`src/rtl/input_debounce3.sv`:
```
// Three-input pin conditioner: 2-flop synchronizer plus counter debounce per bit,
// with registered clean levels and one-cycle rise/fall pulses.
module input_debounce3 #(
    parameter int DEBOUNCE_CYCLES = 16
) (
    input  logic       clk,
    input  logic       rst,
    input  logic       raw_a,
    input  logic       raw_b,
    input  logic       raw_c,
    output logic       clean_a,
    output logic       clean_b,
    output logic       clean_c,
    output logic [2:0] rise,
    output logic [2:0] fall
);

    localparam int CNT_W = $clog2(DEBOUNCE_CYCLES + 1);
    localparam logic [CNT_W-1:0] CNT_LAST = CNT_W'(DEBOUNCE_CYCLES - 1);

    logic [2:0]       s1;
    logic [2:0]       s2;
    logic [2:0]       clean;
    logic [CNT_W-1:0] cnt [3];

    always_ff @(posedge clk) begin
        if (rst) begin
            s1    <= '0;
            s2    <= '0;
            clean <= '0;
            rise  <= '0;
            fall  <= '0;
            for (int i = 0; i < 3; i++) begin
                cnt[i] <= '0;
            end
        end else begin
            s1   <= {raw_c, raw_b, raw_a};
            s2   <= s1;
            rise <= '0;
            fall <= '0;
            for (int i = 0; i < 3; i++) begin
                if (s2[i] == clean[i]) begin
                    cnt[i] <= '0;
                end else if (cnt[i] == CNT_LAST) begin
                    // mismatch persisted long enough: follow it and flag the edge
                    clean[i] <= s2[i];
                    cnt[i]   <= '0;
                    rise[i]  <= s2[i];
                    fall[i]  <= ~s2[i];
                end else begin
                    cnt[i] <= cnt[i] + 1'b1;
                end
            end
        end
    end

    assign clean_a = clean[0];
    assign clean_b = clean[1];
    assign clean_c = clean[2];

endmodule

```
`config.mk`:
```
export PLATFORM = sky130hd
export DESIGN_NAME = input_debounce3
export DESIGN_NICKNAME = d
export VERILOG_FILES = /design/src/rtl/input_debounce3.sv
export SDC_FILE = /design/constraint.sdc
export NUM_CORES = 1
export LEC_CHECK = 0
export CAP_MARGIN = 20
export CORE_MARGIN = 4
export CORE_UTILIZATION = 45
export CTS_CLUSTER_DIAMETER = 100
export CTS_CLUSTER_SIZE = 25
export DETAILED_ROUTE_END_ITERATION = 10
export HOLD_SLACK_MARGIN = 0.05
export PLACE_DENSITY = 0.75
export SLEW_MARGIN = 10
export SYNTH_ARGS = -nofsm -noshare
export SYNTH_HDL_FRONTEND = slang
export SYNTH_SLANG_ARGS = --single-unit
```
`constraint.sdc`:
```
create_clock -name clk -period 2.1 [get_ports clk]
set_input_delay 0.42 -clock clk [delete_from_list [all_inputs] [get_ports clk]]
set_output_delay 0.42 -clock clk [all_outputs]
set_load 0.01 [all_outputs]
```
==> flow_metrics.env, run 1 <==
export IMPL_synth_seq_area_share=0.6186
export IMPL_p_leak_uw=0.0006123
export IMPL_num_nets_final=140
export IMPL_power_density_mw_per_mm2=739.2
export IMPL_max_freq_mhz=560.4
export IMPL_htreeDepth=2
export IMPL_endpoint_kind="flip-flop"
export IMPL_setup_viol=0
export IMPL_dpl_hpwl_mm=1.338
export IMPL_synth_edf_count=15
export IMPL_r2r_slack_ps=320
export IMPL_dr_pass1_iters=4
export IMPL_r2r_start="cnt[1][0]"
export IMPL_antenna_found_initial=0
export IMPL_cpMostUsedCell="ha_1"
export IMPL_fin_area_mm2=0.001516
export IMPL_synth_area_leaders="edfxtp_1, dfxtp_1, and4bb_2"
export IMPL_rows=18
export IMPL_numCtsBuffers=5
export IMPL_holdWs_ps=439.4
export IMPL_cp_startpoint="cnt[1][0]"
export IMPL_syn_to_final_growth_pct=24.95
export IMPL_grt_overflow=0
export IMPL_cp_max_fo=5
export IMPL_cts_root_buf="clkbuf_4"
export IMPL_path_buf_inv=0
export IMPL_fillers=210
export IMPL_post_cts_buffers=0
export IMPL_peakVddDrop_uv=498.8
export IMPL_path_depth=5
export IMPL_finClkSkew_ps=11.40
export IMPL_hp_start="s1[2]"
export IMPL_synth_warnings=0
export IMPL_cts_hold_buf=0
export IMPL_worstSkewPairLatency_ps=330
export IMPL_drive_gt1_frac=0.1308
export IMPL_wl_per_cell_um=11.35
export IMPL_die_x_um=59.93
export IMPL_worstHoldPathCells=1
export IMPL_hold_viol=0
export IMPL_gp_congestion=0.6668
export IMPL_final_setup_tns_ps=0
export IMPL_cp_data_required_time_ps=2290
export IMPL_ys_types=15
export IMPL_synth_cell_area_mm2=0.001214
export IMPL_final_antenna_net_count=0
export IMPL_crit_path_start_kind="flip-flop"
export IMPL_synth_top_cell_by_area="edfxtp_1"
export IMPL_antenna_cells=0
export IMPL_placed_area_mm2=0.001436
export IMPL_critPathSlowestCell="edfxtp_1"
export IMPL_grt_usage=0.1310
export IMPL_grt_pass1_wl_mm=3.339
export IMPL_period_needed_ps=1785
export IMPL_async_flop_share=0
export IMPL_drc=0
export IMPL_rsz0062_at_grt="no"
export IMPL_grt_pass1_vias=758
export IMPL_critPathTopFamily="simple AND/OR/NAND/NOR gates"
export IMPL_status="completed"
export IMPL_rr_worst_depth=5
export IMPL_crit_path_max_incr_delay_ps=440
export IMPL_crit_arrival_ps=1970
export IMPL_clk_path_buf_depth=2
export IMPL_pin_count=14
export IMPL_syn_instance_count=95
export IMPL_synth_top_area_frac=0.3711
export IMPL_mostFrequentLayoutCell="nor2_1"
export IMPL_ys_flop_type="edfxtp_1"
export IMPL_die_area_mm2=0.003592
export IMPL_criticalPathCategory="reg -> reg"
export IMPL_post_cts_resized=0
export IMPL_cts_clk_slew_worst_paths_ps=100
export IMPL_cts_num_sinks=30
export IMPL_final_cell_mix="nor2_1, dfxtp_1, edfxtp_1, conb_1, clkdlybuf4s50_1"
export IMPL_core_region_area_mm2=0.002522
export IMPL_vias=729
export IMPL_synth_avg_cell_area_um2=12.78
export IMPL_tritoncts="built"
export IMPL_ys_seq_elements=30
export IMPL_start_util=0.4812
export IMPL_drt_wl_total_mm=1.816
export IMPL_cap_violations=0
export IMPL_slew_viol_final=0
export IMPL_grt_max_degree=12
export IMPL_avgViaCountPerCell=4.556
export IMPL_worstPathCellList="ha_1, and3_1, ha_1, or3_4, nor2_1"
export IMPL_die_h_um=59.93
export IMPL_period_share=0.8498
export IMPL_hp_class="reg -> reg"
export IMPL_io_buffers=13
export IMPL_drt_iter0_markers=19
==> power by group <==
part | switching (uW) | internal [uW]
clock | 194 | 236
sequential | 11.3 | 632
combinational | 22.6 | 25.1
==> metrics by stage <==
step / setup WS, ps / power [uW] / utilization / std cells
floorplan: 483.3 / 686.0 / - / 109
global route: 256.5 / 1176 / 0.6012 / 160
global placement: 368.1 / 700.6 / 0.5694 / 152
CTS: 311.1 / 1138 / 0.6012 / 160
finish: 315.4 / 1121 / 0.6012 / 160
detailed placement: 315.6 / 703.8 / 0.5694 / 152
==> final cells by class <==
class                           instances  area (um^2)  share of cell area
Multi-Input combinational cell         72        488.0              0.3218
Timing Repair Buffer                   14        137.6             0.09076
Tap cell                               30        37.54             0.02475
Clock buffer                            8        80.08             0.05281
Sequential cell                        30        750.7              0.4951
Inverter                                6        22.52             0.01485
==> state kept, by name (all words and copies together), names as in the netlist <==
signal	cells
s2	3
s1	3
fall	3
cnt	15
clean	3
rise	3
==> path summary, 6_finish.rpt <==
| path | end |
|---|---|
| min | s2[2] |
| max reg2reg | cnt[1][0] |
| min reg2reg | s2[2] |
| max | cnt[1][0] |
==> synthesized netlist by cell type, drive strengths merged (6+ instances only) <==
library cell  count
dfxtp            15
xnor2             6
edfxtp           15
nor2             18
nor2b             6
and4bb            6
inv               6
ha                6
==> routing by layer <==
metal / vias up / track usage / wire [um]
met3: 5 / 0.07127 / 118
met2: 14 / 0.2145 / 893
met5: - / 0 / 0
met4: 0 / 0.05696 / 29
li1: 376 / - / -
met1: 334 / 0.1380 / 774
==> cells by family after synthesis <==
logic type               count (synthesis)  synth area share
XOR/XNOR                                 9           0.06495
buffers and inverters                    7           0.02268
multiplexers                             3           0.02474
flip-flops                              30            0.6186
adder cells (fa/ha/maj)                  6           0.06185
AND/OR/NAND/NOR                         39            0.2041
other                                    1          0.003090
(Power assumes the default switching activity.)
==> run 2: changes to the inputs <==
PLACE_DENSITY = 0.78   (was 0.75)
clock period = 1.5 ns   (was 2.1 ns; I/O delays follow)
==> flow_metrics.env, run 2 (synthesis gave the netlist of run 1 again) <==
export IMPL_status="finished with violations"
export IMPL_violations="setup timing"
export IMPL_worstSkewPairLatency_ps=340
export IMPL_crit_arrival_ps=1730
export IMPL_grt_max_degree=12
export IMPL_drive_gt1_frac=0.3630
export IMPL_drt_iter0_markers=14
export IMPL_grt_overflow=0
export IMPL_p_leak_uw=0.0007686
export IMPL_pin_count=14
export IMPL_drc=0
export IMPL_rr_endpoint="cnt[2][0]"
export IMPL_numCtsBuffers=5
export IMPL_criticalPathCategory="reg -> reg"
export IMPL_mostFrequentLayoutCell="buf_4"
export IMPL_die_area_mm2=0.003592
export IMPL_largest_register_ffs=15
export IMPL_core_region_area_mm2=0.002522
export IMPL_cts_root_buf="clkbuf_4"
export IMPL_drt_wl_total_mm=2.050
export IMPL_crit_path_max_incr_delay_ps=400
export IMPL_dpl_hpwl_mm=1.394
export IMPL_die_x_um=59.93
export IMPL_post_place_ws_ps=-144.2
export IMPL_slew_viol_final=0
export IMPL_stdcell_count=176
export IMPL_r2r_start="cnt[2][0]"
export IMPL_start_util=0.4812
export IMPL_path_buf_inv=0
export IMPL_peakVddDrop_uv=883.2
export IMPL_grt_pass1_wl_mm=3.532
export IMPL_critical_path_endpoint="cnt[2][0]"
export IMPL_dp_cells=162
export IMPL_power_density_mw_per_mm2=851.2
export IMPL_cts_clk_slew_worst_paths_ps=100
export IMPL_critPathTopFamily="simple AND/OR/NAND/NOR gates"
export IMPL_fillers=200
export IMPL_gp_congestion=0.6872
export IMPL_cts_num_sinks=30
export IMPL_wl_per_cell_um=11.65
export IMPL_regMostFlops="cnt"
export IMPL_grt_usage=0.1403
export IMPL_avgViaCountPerCell=4.477
export IMPL_fin_ws_ps=-36.31
export IMPL_io_buffers=13
export IMPL_grt_pass1_vias=807
export IMPL_antenna_found_initial=0
export IMPL_period_share=1.024
export IMPL_cp_startpoint="cnt[2][0]"
export IMPL_period_needed_ps=1536
export IMPL_antenna_cells=0
export IMPL_critPathSlowestCell="edfxtp_1"
export IMPL_rsz0062_at_grt="yes"
export IMPL_die_h_um=59.93
export IMPL_final_cell_mix="buf_4, edfxtp_1, conb_1"
export IMPL_clk_path_buf_depth=2
export IMPL_endpoint_kind="flip-flop"
export IMPL_tritoncts="built"
export IMPL_rr_worst_depth=5
export IMPL_vias=788
export IMPL_setup_viol=15
export IMPL_rows=18
export IMPL_postLayoutCoreUtil=0.6786
export IMPL_finClkSkew_ps=17.52
export IMPL_worstPathCellList="ha_2, and3_4, ha_4, or3_4, nor2_1"
export IMPL_htreeDepth=2
export IMPL_hp_class="reg -> reg"
export IMPL_num_nets_final=156
export IMPL_max_freq_mhz=650.9
export IMPL_cap_violations=0
export IMPL_r2r_slack_ps=-40
export IMPL_final_antenna_net_count=0
export IMPL_syn_to_final_growth_pct=41.03
export IMPL_hold_viol=0
export IMPL_crit_path_start_kind="flip-flop"
export IMPL_cp_max_fo=5
export IMPL_dr_pass1_iters=4
export IMPL_path_depth=5
export IMPL_cp_data_required_time_ps=1690
==> run 2: changes by cell type in the layout (fill, tap and decap cells not counted), sizes merged <==
cell           delta
clkbuf            -2
dlygate4sd2       +5
clkdlybuf4s50     -9
clkinv            +2
buf              +16
dlymetal6s2s      +4
==> run 2: worst min path at each step <==
stage	from	to	slack [ps]	cells after the start
3_5_place_dp	s1[0]	s2[0]	430	1
3_3_place_gp	s1[2]	s2[2]	420	1
6_report	s1[0]	s2[0]	450	1
4_1_cts	s1[2]	s2[2]	450	1
5_1_grt	s1[2]	s2[2]	460	1
2_1_floorplan	s1[0]	s2[0]	410	1
==> run 2: report_power, final <==
group | switching, uW | internal [uW] | leakage, uW
clock | 274 | 178 | 0.0000320
sequential | 14.8 | 885 | 0.000278
combinational | 48.4 | 57.7 | 0.000459
total | 337 | 1120 | 0.000769
==> run 2: metrics by stage <==
step | cell area, um^2 | hold WS [ps] | total power, uW | setup TNS (ps)
after floorplan | 1326 | 413.8 | 965.3 | -83.87
after global placement | 1572 | 420.0 | 998.0 | -1371
after detailed placement | 1572 | 433.6 | 1003 | -1906
after CTS | 1664 | 450.0 | 1463 | -224.6
after global routing | 1712 | 461.2 | 1546 | -1057
final | 1712 | 446.9 | 1457 | -278.4
==> run 2: repair_timing <==
action / CTS / global route
hold buffers: 0 / 0
endpoints found under the setup margin: 20 / 19
buffers inserted: 4 / 2
pin swaps: 9 / 0
cloned: 0 / 0
gates resized for setup: 13 / 10
==> run 2: per-layer routing <==
metal	GRT usage	share of wire	vias to the layer above	wire length, um
li1	-	-	410	-
met1	0.1608	0.44	355	892
met2	0.2191	0.48	19	978
met3	0.07343	0.070	4	144
met4	0.05696	0.017	0	35
met5	0	0	-	0
==> run 2: final cells by class <==
cell class / count / area [um^2] / share of cell area
Sequential cell: 30 / 753.2 / 0.4401
Multi-Input combinational cell: 72 / 585.6 / 0.3421
Timing Repair Buffer: 30 / 261.5 / 0.1528
Clock buffer: 6 / 41.29 / 0.02412
Tap cell: 30 / 37.54 / 0.02193
Inverter: 6 / 22.52 / 0.01316
Clock inverter: 2 / 10.01 / 0.005848
==> run 3: changes to the inputs <==
PLACE_DENSITY = 0.75   (was 0.78)
clock period = 1.55 ns   (was 1.5 ns; I/O delays follow)
==> flow_metrics.env, run 3 (synthesis gave the netlist of run 1 again) <==
export IMPL_status="finished with violations"
export IMPL_violations="setup timing"
export IMPL_cp_data_required_time_ps=1740
export IMPL_num_nets_final=153
export IMPL_netSwitchingPower_uw=328.5
export IMPL_vias=817
export IMPL_period_needed_ps=1583
export IMPL_switching_share=0.2259
export IMPL_wl_per_cell_um=11.82
export IMPL_power_density_mw_per_mm2=858.3
export IMPL_criticalPathCategory="reg -> reg"
export IMPL_rows=18
export IMPL_p_int_uw=1126
export IMPL_tritoncts="built"
export IMPL_grt_usage=0.1344
export IMPL_antenna_found_initial=0
export IMPL_htreeDepth=2
export IMPL_endpoint_kind="flip-flop"
export IMPL_slew_viol_final=0
export IMPL_p_leak_uw=0.0006748
export IMPL_pin_count=14
export IMPL_grt_max_degree=11
export IMPL_hold_viol=0
export IMPL_finClkSkew_ps=9.979
export IMPL_rsz0062_at_grt="yes"
export IMPL_hp_class="reg -> reg"
export IMPL_core_region_area_mm2=0.002522
export IMPL_grt_pass1_wl_mm=3.456
export IMPL_setup_viol=3
export IMPL_drt_wl_total_mm=2.044
export IMPL_stdcell_count=173
export IMPL_cts_clk_slew_worst_paths_ps=100
export IMPL_final_antenna_net_count=0
export IMPL_postLayoutCoreUtil=0.6716
export IMPL_cts_root_buf="clkbuf_4"
export IMPL_holdWs_ps=452.7
export IMPL_grt_overflow=0
export IMPL_peakVddDrop_uv=648.2
export IMPL_p_seq_frac=0.600
export IMPL_max_freq_mhz=631.8
export IMPL_fillers=210
export IMPL_io_buffers=13
export IMPL_cts_num_sinks=30
export IMPL_die_h_um=59.93
export IMPL_largest_register_ffs=15
export IMPL_dr_pass1_iters=3
export IMPL_dp_cells=161
export IMPL_cp_max_fo=5
export IMPL_drt_iter0_markers=9
export IMPL_p_clk_frac=0.335
export IMPL_dpl_hpwl_mm=1.422
export IMPL_final_cell_mix="edfxtp_1, conb_1, buf_4"
export IMPL_post_place_ws_ps=-65.45
export IMPL_die_area_mm2=0.003592
export IMPL_crit_path_start_kind="flip-flop"
export IMPL_period_share=1.021
export IMPL_crit_arrival_ps=1770
export IMPL_antenna_cells=0
export IMPL_avgViaCountPerCell=4.723
export IMPL_final_setup_tns_ps=-40.97
export IMPL_power_frac_comb=0.065
export IMPL_drive_gt1_frac=0.3916
export IMPL_numCtsBuffers=5
export IMPL_syn_to_final_growth_pct=39.59
export IMPL_cap_violations=0
export IMPL_drc=0
export IMPL_worstSkewPairLatency_ps=320
export IMPL_die_x_um=59.93
export IMPL_gp_congestion=0.7410
export IMPL_start_util=0.4812
export IMPL_clk_path_buf_depth=2
export IMPL_regMostFlops="cnt"
export IMPL_fin_ws_ps=-32.75
export IMPL_grt_pass1_vias=882
## run 3: timing repair
action | CTS | global route
pin swaps | 13 | 4
buffers inserted | 3 | 1
gates resized for setup | 15 | 11
hold buffers | 0 | 0
setup endpoints to repair | 18 | 15
hold endpoints to repair | 0 | 0
## run 3: layout make-up
| cell class | count | area (um^2) | share of cell area |
|---|---|---|---|
| Tap cell | 30 | 37.54 | 0.02216 |
| Clock buffer | 6 | 51.30 | 0.03028 |
| Clock inverter | 2 | 11.26 | 0.006647 |
| Multi-Input combinational cell | 72 | 585.6 | 0.3456 |
| Sequential cell | 30 | 754.5 | 0.4453 |
| Timing Repair Buffer | 27 | 231.5 | 0.1366 |
| Inverter | 6 | 22.52 | 0.01329 |
## run 3: power by group through the flow
stage	clock network, uW	logic [uW]	registers (uW)
floorplan	0	45.2	885
global placement	0	73.4	887
detailed placement	0	76.7	890
CTS	506	84.6	872
global route	540	107	875
finish	487	95.2	872
## run 3: worst paths after layout
path                    end  startpoint  slack, ps  depth (start not counted)
hold reg to reg       s2[1]       s1[1]        450                          1
setup / recovery  cnt[1][3]   cnt[1][0]        -30                          5
setup reg to reg  cnt[1][3]   cnt[1][0]        -30                          5
hold / removal        s2[1]       s1[1]        450                          1
## run 3: critical path: stages (launching register included)
cell and delay (ps):
edfxtp_1 420, ha_2 210, and3_4 150, ha_4 150, or3_4 380, nor2_1 130
## run 3: stage by stage
stage	instance area (um^2)	power [uW]
floorplan	1281	930.6
global placement	1519	960.3
detailed placement	1519	966.6
CTS	1639	1462
global route	1694	1523
finish	1694	1454
## run 3: metal layers
layer | vias to the layer above | routed length (um) | global-route usage
li1 | 408 | - | -
met1 | 383 | 876 | 0.1429
met2 | 19 | 1014 | 0.2253
met3 | 7 | 100 | 0.04536
met4 | 0 | 53 | 0.08544
met5 | - | 0 | 0
